File: src/rtl/gate_sweep_pkg.sv
// Purpose: shared types and constants for the two-input gate sweep controller.
// Latency: n/a (package only).
// Backpressure: n/a (package only).
package gate_sweep_pkg;

  typedef enum logic [1:0] {
    ST_IDLE   = 2'd0,
    ST_HOLD   = 2'd1,
    ST_FINISH = 2'd2
  } state_t;

  // Width of the settle counter; covers SETTLE_CYCLES 0..15.
  localparam int CNT_W = 4;

  // Gray-ordered input vectors {inp1,inp2}: entry 0 in the low bits -> 00, 01, 11, 10.
  localparam logic [7:0] VEC_ORDER = {2'b10, 2'b11, 2'b01, 2'b00};

  // Returns the {inp1,inp2} pair for sweep step idx.
  function automatic logic [1:0] vec_at(input logic [1:0] idx);
    return VEC_ORDER[{idx, 1'b0} +: 2];
  endfunction

endpackage

File: src/rtl/sweep_timer.sv
// Purpose: settle down-counter with load, decrement and zero flag.
// Latency: load/decrement take effect on the next rising edge; zero flag is combinational from the count.
// Backpressure: none; load has priority over decrement, decrement stops at zero.
module sweep_timer
  import gate_sweep_pkg::*;
(
  input  logic             clk,
  input  logic             rst_n,
  input  logic             i_load,
  input  logic [CNT_W-1:0] i_load_val,
  input  logic             i_dec,
  output logic             o_zero
);

  logic [CNT_W-1:0] r_count;

  // Counter register: reload on request, otherwise count down to zero and stay there.
  always_ff @(posedge clk) begin
    if (!rst_n) begin
      r_count <= '0;
    end else if (i_load) begin
      r_count <= i_load_val;
    end else if (i_dec && (r_count != '0)) begin
      r_count <= r_count - 1'b1;
    end
  end

  assign o_zero = (r_count == '0);

endmodule

File: src/rtl/gate_sweep_ctrl.sv
// Purpose: drives a 2-input gate through 00,01,11,10 and compares its output to an expected truth table.
// Latency: done pulses 4*(SETTLE_CYCLES+1)+... i.e. at edge k+4*(SETTLE_CYCLES+1) after the start edge k.
// Backpressure: start is only accepted in IDLE; requests while busy or finishing are dropped.
module gate_sweep_ctrl
  import gate_sweep_pkg::*;
#(
  parameter int SETTLE_CYCLES = 2
) (
  input  logic       clk,
  input  logic       rst_n,
  input  logic       start,
  input  logic [3:0] expect_func,
  output logic       gate_inp1,
  output logic       gate_inp2,
  input  logic       gate_out,
  output logic       busy,
  output logic       done,
  output logic       pass,
  output logic [2:0] err_count,
  output logic [3:0] fail_vec
);

  localparam logic [CNT_W-1:0] SETTLE_LD = CNT_W'(SETTLE_CYCLES);

  state_t     r_state;
  state_t     w_state_nxt;
  logic       w_accept;
  logic       w_sample;
  logic       w_busy;
  logic       w_done;
  logic       w_last;
  logic       w_tmr_zero;
  logic       w_mis;
  logic [2:0] w_err_nxt;
  logic [1:0] w_vec_nxt;

  logic       r_inp1;
  logic       r_inp2;
  logic [3:0] r_exp;
  logic [1:0] r_idx;
  logic [2:0] r_err;
  logic [3:0] r_fail;
  logic       r_pass;

  // Settle timer: reloaded on start and at every sample, counts down while holding a vector.
  sweep_timer u_timer (
    .clk        (clk),
    .rst_n      (rst_n),
    .i_load     (w_accept | w_sample),
    .i_load_val (SETTLE_LD),
    .i_dec      (w_busy),
    .o_zero     (w_tmr_zero)
  );

  assign w_last    = (r_idx == 2'd3);
  assign w_mis     = (gate_out != r_exp[{r_inp1, r_inp2}]);
  // The sweep has four vectors, so the count cannot pass 4; hold there anyway rather than wrap.
  assign w_err_nxt = (r_err == 3'd4) ? r_err : (r_err + {2'b00, w_mis});
  assign w_vec_nxt = vec_at(r_idx + 2'd1);

  // State register.
  always_ff @(posedge clk) begin
    if (!rst_n) begin
      r_state <= ST_IDLE;
    end else begin
      r_state <= w_state_nxt;
    end
  end

  // Next-state logic and per-state strobes.
  always_comb begin
    w_state_nxt = r_state;
    w_accept    = 1'b0;
    w_sample    = 1'b0;
    w_busy      = 1'b0;
    w_done      = 1'b0;
    case (r_state)
      ST_IDLE: begin
        if (start) begin
          w_accept    = 1'b1;
          w_state_nxt = ST_HOLD;
        end
      end
      ST_HOLD: begin
        w_busy = 1'b1;
        if (w_tmr_zero) begin
          w_sample = 1'b1;
          if (w_last) begin
            w_state_nxt = ST_FINISH;
          end
        end
      end
      ST_FINISH: begin
        w_done      = 1'b1;
        w_state_nxt = ST_IDLE;
      end
      default: begin
        w_state_nxt = ST_IDLE;
      end
    endcase
  end

  // Sweep datapath: vector drive, expected-table latch, and result accumulation.
  always_ff @(posedge clk) begin
    if (!rst_n) begin
      r_inp1 <= 1'b0;
      r_inp2 <= 1'b0;
      r_exp  <= '0;
      r_idx  <= '0;
      r_err  <= '0;
      r_fail <= '0;
      r_pass <= 1'b0;
    end else if (w_accept) begin
      r_exp  <= expect_func;
      r_idx  <= '0;
      r_err  <= '0;
      r_fail <= '0;
      r_inp1 <= 1'b0;
      r_inp2 <= 1'b0;
    end else if (w_sample) begin
      if (w_mis) begin
        r_fail[{r_inp1, r_inp2}] <= 1'b1;
      end
      r_err <= w_err_nxt;
      r_idx <= r_idx + 2'd1;
      if (w_last) begin
        r_inp1 <= 1'b0;
        r_inp2 <= 1'b0;
        r_pass <= (w_err_nxt == 3'd0);
      end else begin
        r_inp1 <= w_vec_nxt[1];
        r_inp2 <= w_vec_nxt[0];
      end
    end
  end

  assign gate_inp1 = r_inp1;
  assign gate_inp2 = r_inp2;
  assign busy      = w_busy;
  assign done      = w_done;
  assign pass      = r_pass;
  assign err_count = r_err;
  assign fail_vec  = r_fail;

endmodule

File: config.mk
export PLATFORM = sky130hd
export DESIGN_NAME = gate_sweep_ctrl
export DESIGN_NICKNAME = d
export VERILOG_FILES = /design/src/rtl/gate_sweep_pkg.sv /design/src/rtl/sweep_timer.sv /design/src/rtl/gate_sweep_ctrl.sv
export SDC_FILE = /design/constraint.sdc
export NUM_CORES = 1
export LEC_CHECK = 0
export CORE_MARGIN = 5
export CORE_UTILIZATION = 54
export CTS_CLUSTER_SIZE = 12
export DETAILED_ROUTE_END_ITERATION = 7
export PLACE_DENSITY_LB_ADDON = 0.3
export SETUP_SLACK_MARGIN = 0.2
export SLEW_MARGIN = 20
export SYNTH_ARGS = -nofsm -noshare
export SYNTH_HDL_FRONTEND = slang
export SYNTH_SLANG_ARGS = --single-unit
File: constraint.sdc
create_clock -name clk -period 5.55 [get_ports clk]
set_clock_uncertainty 0.2 [all_clocks]
set_input_delay 1.11 -clock clk [delete_from_list [all_inputs] [get_ports clk]]
set_output_delay 1.11 -clock clk [all_outputs]
set_load 0.05 [all_outputs]
[After elaboration in Yosys (flattened, before gate mapping)]
Index checks and enable logic that the tools add are counted.
Widths: inputs -> output; s select.
Storage, ports and cells
  register bits: 22
  input port bits: 8
Cells by class
  add/subtract/negate cells: 3
  $lt $le $gt $ge: 2
  equality and inequality tests: 8
  shift operators: 1
  muxes and demuxes: 19
  bitwise gates (word level): 4
  reduce and logical (&&, ||, !) cells: 12
Operator list (count)
  $mux 1: 10
  $mux 2: 5
  $shiftx 8x4->2 const A: 1
  $reduce_and 3->1: 2
  $eq 2x2->1 const B: 2
  $logic_not 4->1: 1
  $ne 2x2->1 const B: 2
  $or 4x4->4: 1
  $pmux 2 s2: 1
  $reduce_bool 4->1: 1
  $reduce_or 2->1: 2
  $sub 4x1->4 const B: 1
  $add 3x1->3: 1
  $eq 3x3->1 const B: 1
  $logic_not 3->1: 1
  $lt 2x3->1 const B: 1
  $mux 3: 1
  $add 2x1->2 const B: 1
  $bmux 1 s2: 1
  $demux 1 s2: 1
  $eq 2x1->1 const B: 1
  $ge 2x1->1 const B: 1
  $logic_and 1x1->1: 2
  $logic_not 2->1: 1
  other kinds (6): 7

[Depth between registers and ports, before layout]
  word-level depth: 6
  gate-level depth with buffers: 7
  gate-level depth less buffers: 7

[Modules after synthesis]
From an unflattened synthesis, not the netlist that was laid out.
Second synthesis, totals
  cells, all modules: 115
  area total of the unflattened synthesis: 1102.3 µm²
Modules (own cells, without submodules)
  gate_sweep_ctrl: times used 1, cells an instance 84, area an instance 845.8 µm², sequential area each 340.3 µm²
  sweep_timer: times used 1, cells an instance 31, area an instance 256.5 µm², sequential area each 80.1 µm²

[Worst setup path after synthesis]
No wires, ideal clock.
  kind: register -> output
  from: reg r_state[1]
  to: out done
  data arrival time: 1.557 ns
  data required time: 4.240 ns
  path slack: 2.683 ns
  stages on the path, launching flop included: 4
  cells stage by stage: dfxtp_1 -> clkbuf_1 -> clkinv_1 -> nor2_1
Between the ends
  longest elaborated chain between the ends: 2
RTL lines
  from (decl): line gate_sweep_ctrl.sv:25  | state_t r_state;
  from (signal assigned): line gate_sweep_ctrl.sv:66  | r_state <= w_state_nxt;
  $eq 2x2->1: line gate_sweep_ctrl.sv:77  | case (r_state)
  $mux 1: line gate_sweep_ctrl.sv:77
  to (decl): line gate_sweep_ctrl.sv:17  | output logic done,
Every way passes these cells.

[Worst setup path after layout]
Ends and elaborated chain as after synthesis.

==> results.py <==
metrics = {
    "timing": {
        "period_minus_slack_ps": 3577,
        "fmax_mhz": 279.6,
        "tightest_slew_ps": 785.8,
        "slew_headroom_pct": 46.86,
        "report.final.hold_viol_count": 0,
        "setup_ws_ps": 1973,
        "min_period_over_period_pct": 64.45,
        "setup_tns_ps": 0,
        "rsz0062_at_grt": "false",
        "final-setup-viol-count": 0,
        "finalMaxSlewViolations": 0,
    },
    "placed_design": {
        "io_buffers": 19,
        "dp_hpwl_um": 1597,
        "dp.cells": 155,
        "placed_cell_area_um2": 1256,
        "dp_slack_ps": 2336,
        "gp_congestion": 0.7669,
    },
    "routing": {
        "drtAntennaViolNets": 0,
        "num_vias": 912,
        "drcViolationCount": 0,
        "drt-pass1-iter-count": 5,
        "wl_per_cell_um": 13.43,
        "vias_per_cell": 5.736,
        "drt-total-wl_um": 2136,
        "drtIter0Drc": 11,
    },
    "critical_path": {
        "rrSetupSlack_ps": 3170,
        "path_class": "flop to primary output",
        "critPathLaunchType": "flop",
        "regToRegEndpoint": "pass",
        "endpoint_kind": "primary output",
        "cp.required_ps": 4240,
        "ff2ff_path_depth": 7,
        "worstPathArrival_ps": 2270,
        "critPathMaxFanout": 15,
        "r2r_start": "gate_inp2",
    },
    "logic_synthesis": {
        "avgSynthCellArea_um2": 9.150,
        "synth_nets": 127,
        "synth.area.top_cells": "dfxtp_1 40%, ha_1 4.8%, xor2_1 4.2%, mux2i_1 3.8%, nor2b_1 3.6%",
        "ys_ff_latch": 21,
        "synth_flop_cell": "dfxtp_1",
        "synth_top_area_share_pct": 39.95,
        "syn_area_um2": 1052,
        "yosysWarnings": 0,
        "synth_edf_count": 0,
        "yosysSeqAreaShare_pct": 39.95,
        "synthDistinctLibCells": 38,
        "yosysTopAreaCell": "dfxtp_1",
        "syn_inst": 115,
        "async_flop_share_pct": 0,
    },
    "run": {
        "maxCapViolCount": 0,
    },
    "floorplanning": {
        "rows": 16,
        "dieWidth_um": 54.15,
        "ios": 20,
        "start_util_pct": 55.33,
        "dieArea_um2": 2932,
        "core_area_um2": 1902,
        "die_y_um": 54.15,
    },
    "worst_hold_path": {
        "hold_depth": 2,
        "min_from": "fail_vec[3]",
        "hold_end": "fail_vec[3]",
        "hold_path.class": "flop to flop",
    },
    "finish": {
        "final_cells": 159,
        "nNetsFinal": 145,
        "area_delta_synth_final_pct": 21.88,
        "mostFrequentLayoutCell": "dfxtp_1",
        "antennaDiodeCount": 0,
        "final_util_pct": 67.43,
        "fin_area_um2": 1282,
        "layout-drive-gt1-share_pct": 6.818,
        "final_cell_mix": "21 x dfxtp_1, 19 x clkdlybuf4s50_1, 7 x a21oi_1",
    },
    "global_routing": {
        "antenna_found_initial": 0,
        "first_global_vias": 870,
        "grt_pass1_wl_um": 3629,
        "grt_util_all_layers_pct": 16.75,
        "grt_overflow": 0,
        "grt_max_degree": 16,
    },
    "run_status": {
        "status": "complete, no violations",
    },
    "power_and_ir_drop": {
        "internal_power_w": 0.0002098,
        "p_leak_nw": 0.4838,
        "power_frac_clock_pct": 24.6,
        "comb_power_share_pct": 19.3,
        "p_per_area_nw_per_um2": 226.5,
        "switching_share_pct": 27.80,
        "p_sw_w": 0.00008076,
        "vdd_drop_max_v": 0.0001823,
        "power_frac_seq_pct": 56.2,
    },
    "clock_network": {
        "cts_setup_buffers": 0,
        "ctsLongestPathBuffers": 2,
        "clock_sinks": 21,
        "cts_tree": "yes",
        "cts-resized-gates": 0,
        "clock_latency_ps": 290,
        "cts_buffers": 3,
        "root_buffer": "clkbuf_4",
        "ctsHoldBuffers": 0,
        "path_clk_slew_ps": 110,
        "h-tree-depth": 1,
    },
}
==> kinds of logic after synthesis <==
group | share of synthesized area, %
buffers and inverters | 4.637
AO/OA/AOI/OAI | 15.58
flip-flops | 39.95
AND/OR/NAND/NOR | 24.14
adder cells (fa/ha/maj) | 4.756
multiplexers | 5.945
XOR/XNOR | 4.994
==> critical path, cell delays in order, from the launching register on <==
cell and delay, ps:
dfxtp_1 630, clkinv_1 360, nor2_1 170, clkdlybuf4s50_1 820
==> state kept, by name, indices dropped and copies added (netlist names) <==
signal / flops
err_count: 3
r_idx: 1
pass: 1
r_exp: 4
gate_inp2: 1
gate_inp1: 1
u_timer.r_count: 4
fail_vec: 4
r_state: 2
==> synth_stat cells, types with 4 or more instances <==
| library cell | n |
|---|---|
| a21oi_1 | 7 |
| o21ai_0 | 6 |
| nand2_1 | 4 |
| nor2_1 | 6 |
| nor3_1 | 6 |
| nor2b_1 | 6 |
| dfxtp_1 | 21 |
| a31oi_1 | 4 |
| mux2i_1 | 4 |
| ha_1 | 4 |
| xor2_1 | 5 |
| inv_1 | 5 |
==> per-stage QoR <==
step                      hold slack [ps]  power (W)
after detailed placement            245.3  0.0002224
after global routing                275.0  0.0003042
final                               259.0  0.0002905
after CTS                           262.7  0.0002913
after global placement              240.6  0.0002200
after floorplan                     253.6  0.0002060
==> power by group through the flow <==
stage	combinational, W	sequential (W)	clock, W
after floorplan	0.0000354	0.000171	0
after detailed placement	0.0000559	0.000167	0
after CTS	0.0000560	0.000163	0.0000721
after global placement	0.0000536	0.000166	0
after global routing	0.0000616	0.000164	0.0000783
final	0.0000559	0.000163	0.0000714
==> area by class of cell <==
type | instances | area, µm²
multi-input cells | 82 | 589.3
inverters | 6 | 22.52
repair buffers | 19 | 190.2
fillers | 160 | 619.3
flip-flops and latches | 21 | 420.4
clock buffers | 4 | 26.28
well taps | 27 | 33.78
==> routing by layer <==
layer  up-vias  GRT usage (%)  wire length, µm
met4         0          7.469               39
met5         -              0                0
met2        30          26.69             1011
met1       425          21.49              968
li1        449              -                -
met3         8          3.601              116
==> how the worst max path moves through the flow <==
| stage | end | startpoint | cells past startpoint | slack (ps) |
|---|---|---|---|---|
| floorplan | done | r_state[1] | 3 | 2680 |
| global placement | done | r_state[1] | 3 | 2390 |
| detailed placement | done | r_state[1] | 3 | 2340 |
| CTS | done | r_state[1] | 3 | 1990 |
| global route | done | r_state[1] | 3 | 1800 |
| finish | done | r_state[1] | 3 | 1970 |
(Power assumes the default switching activity.)
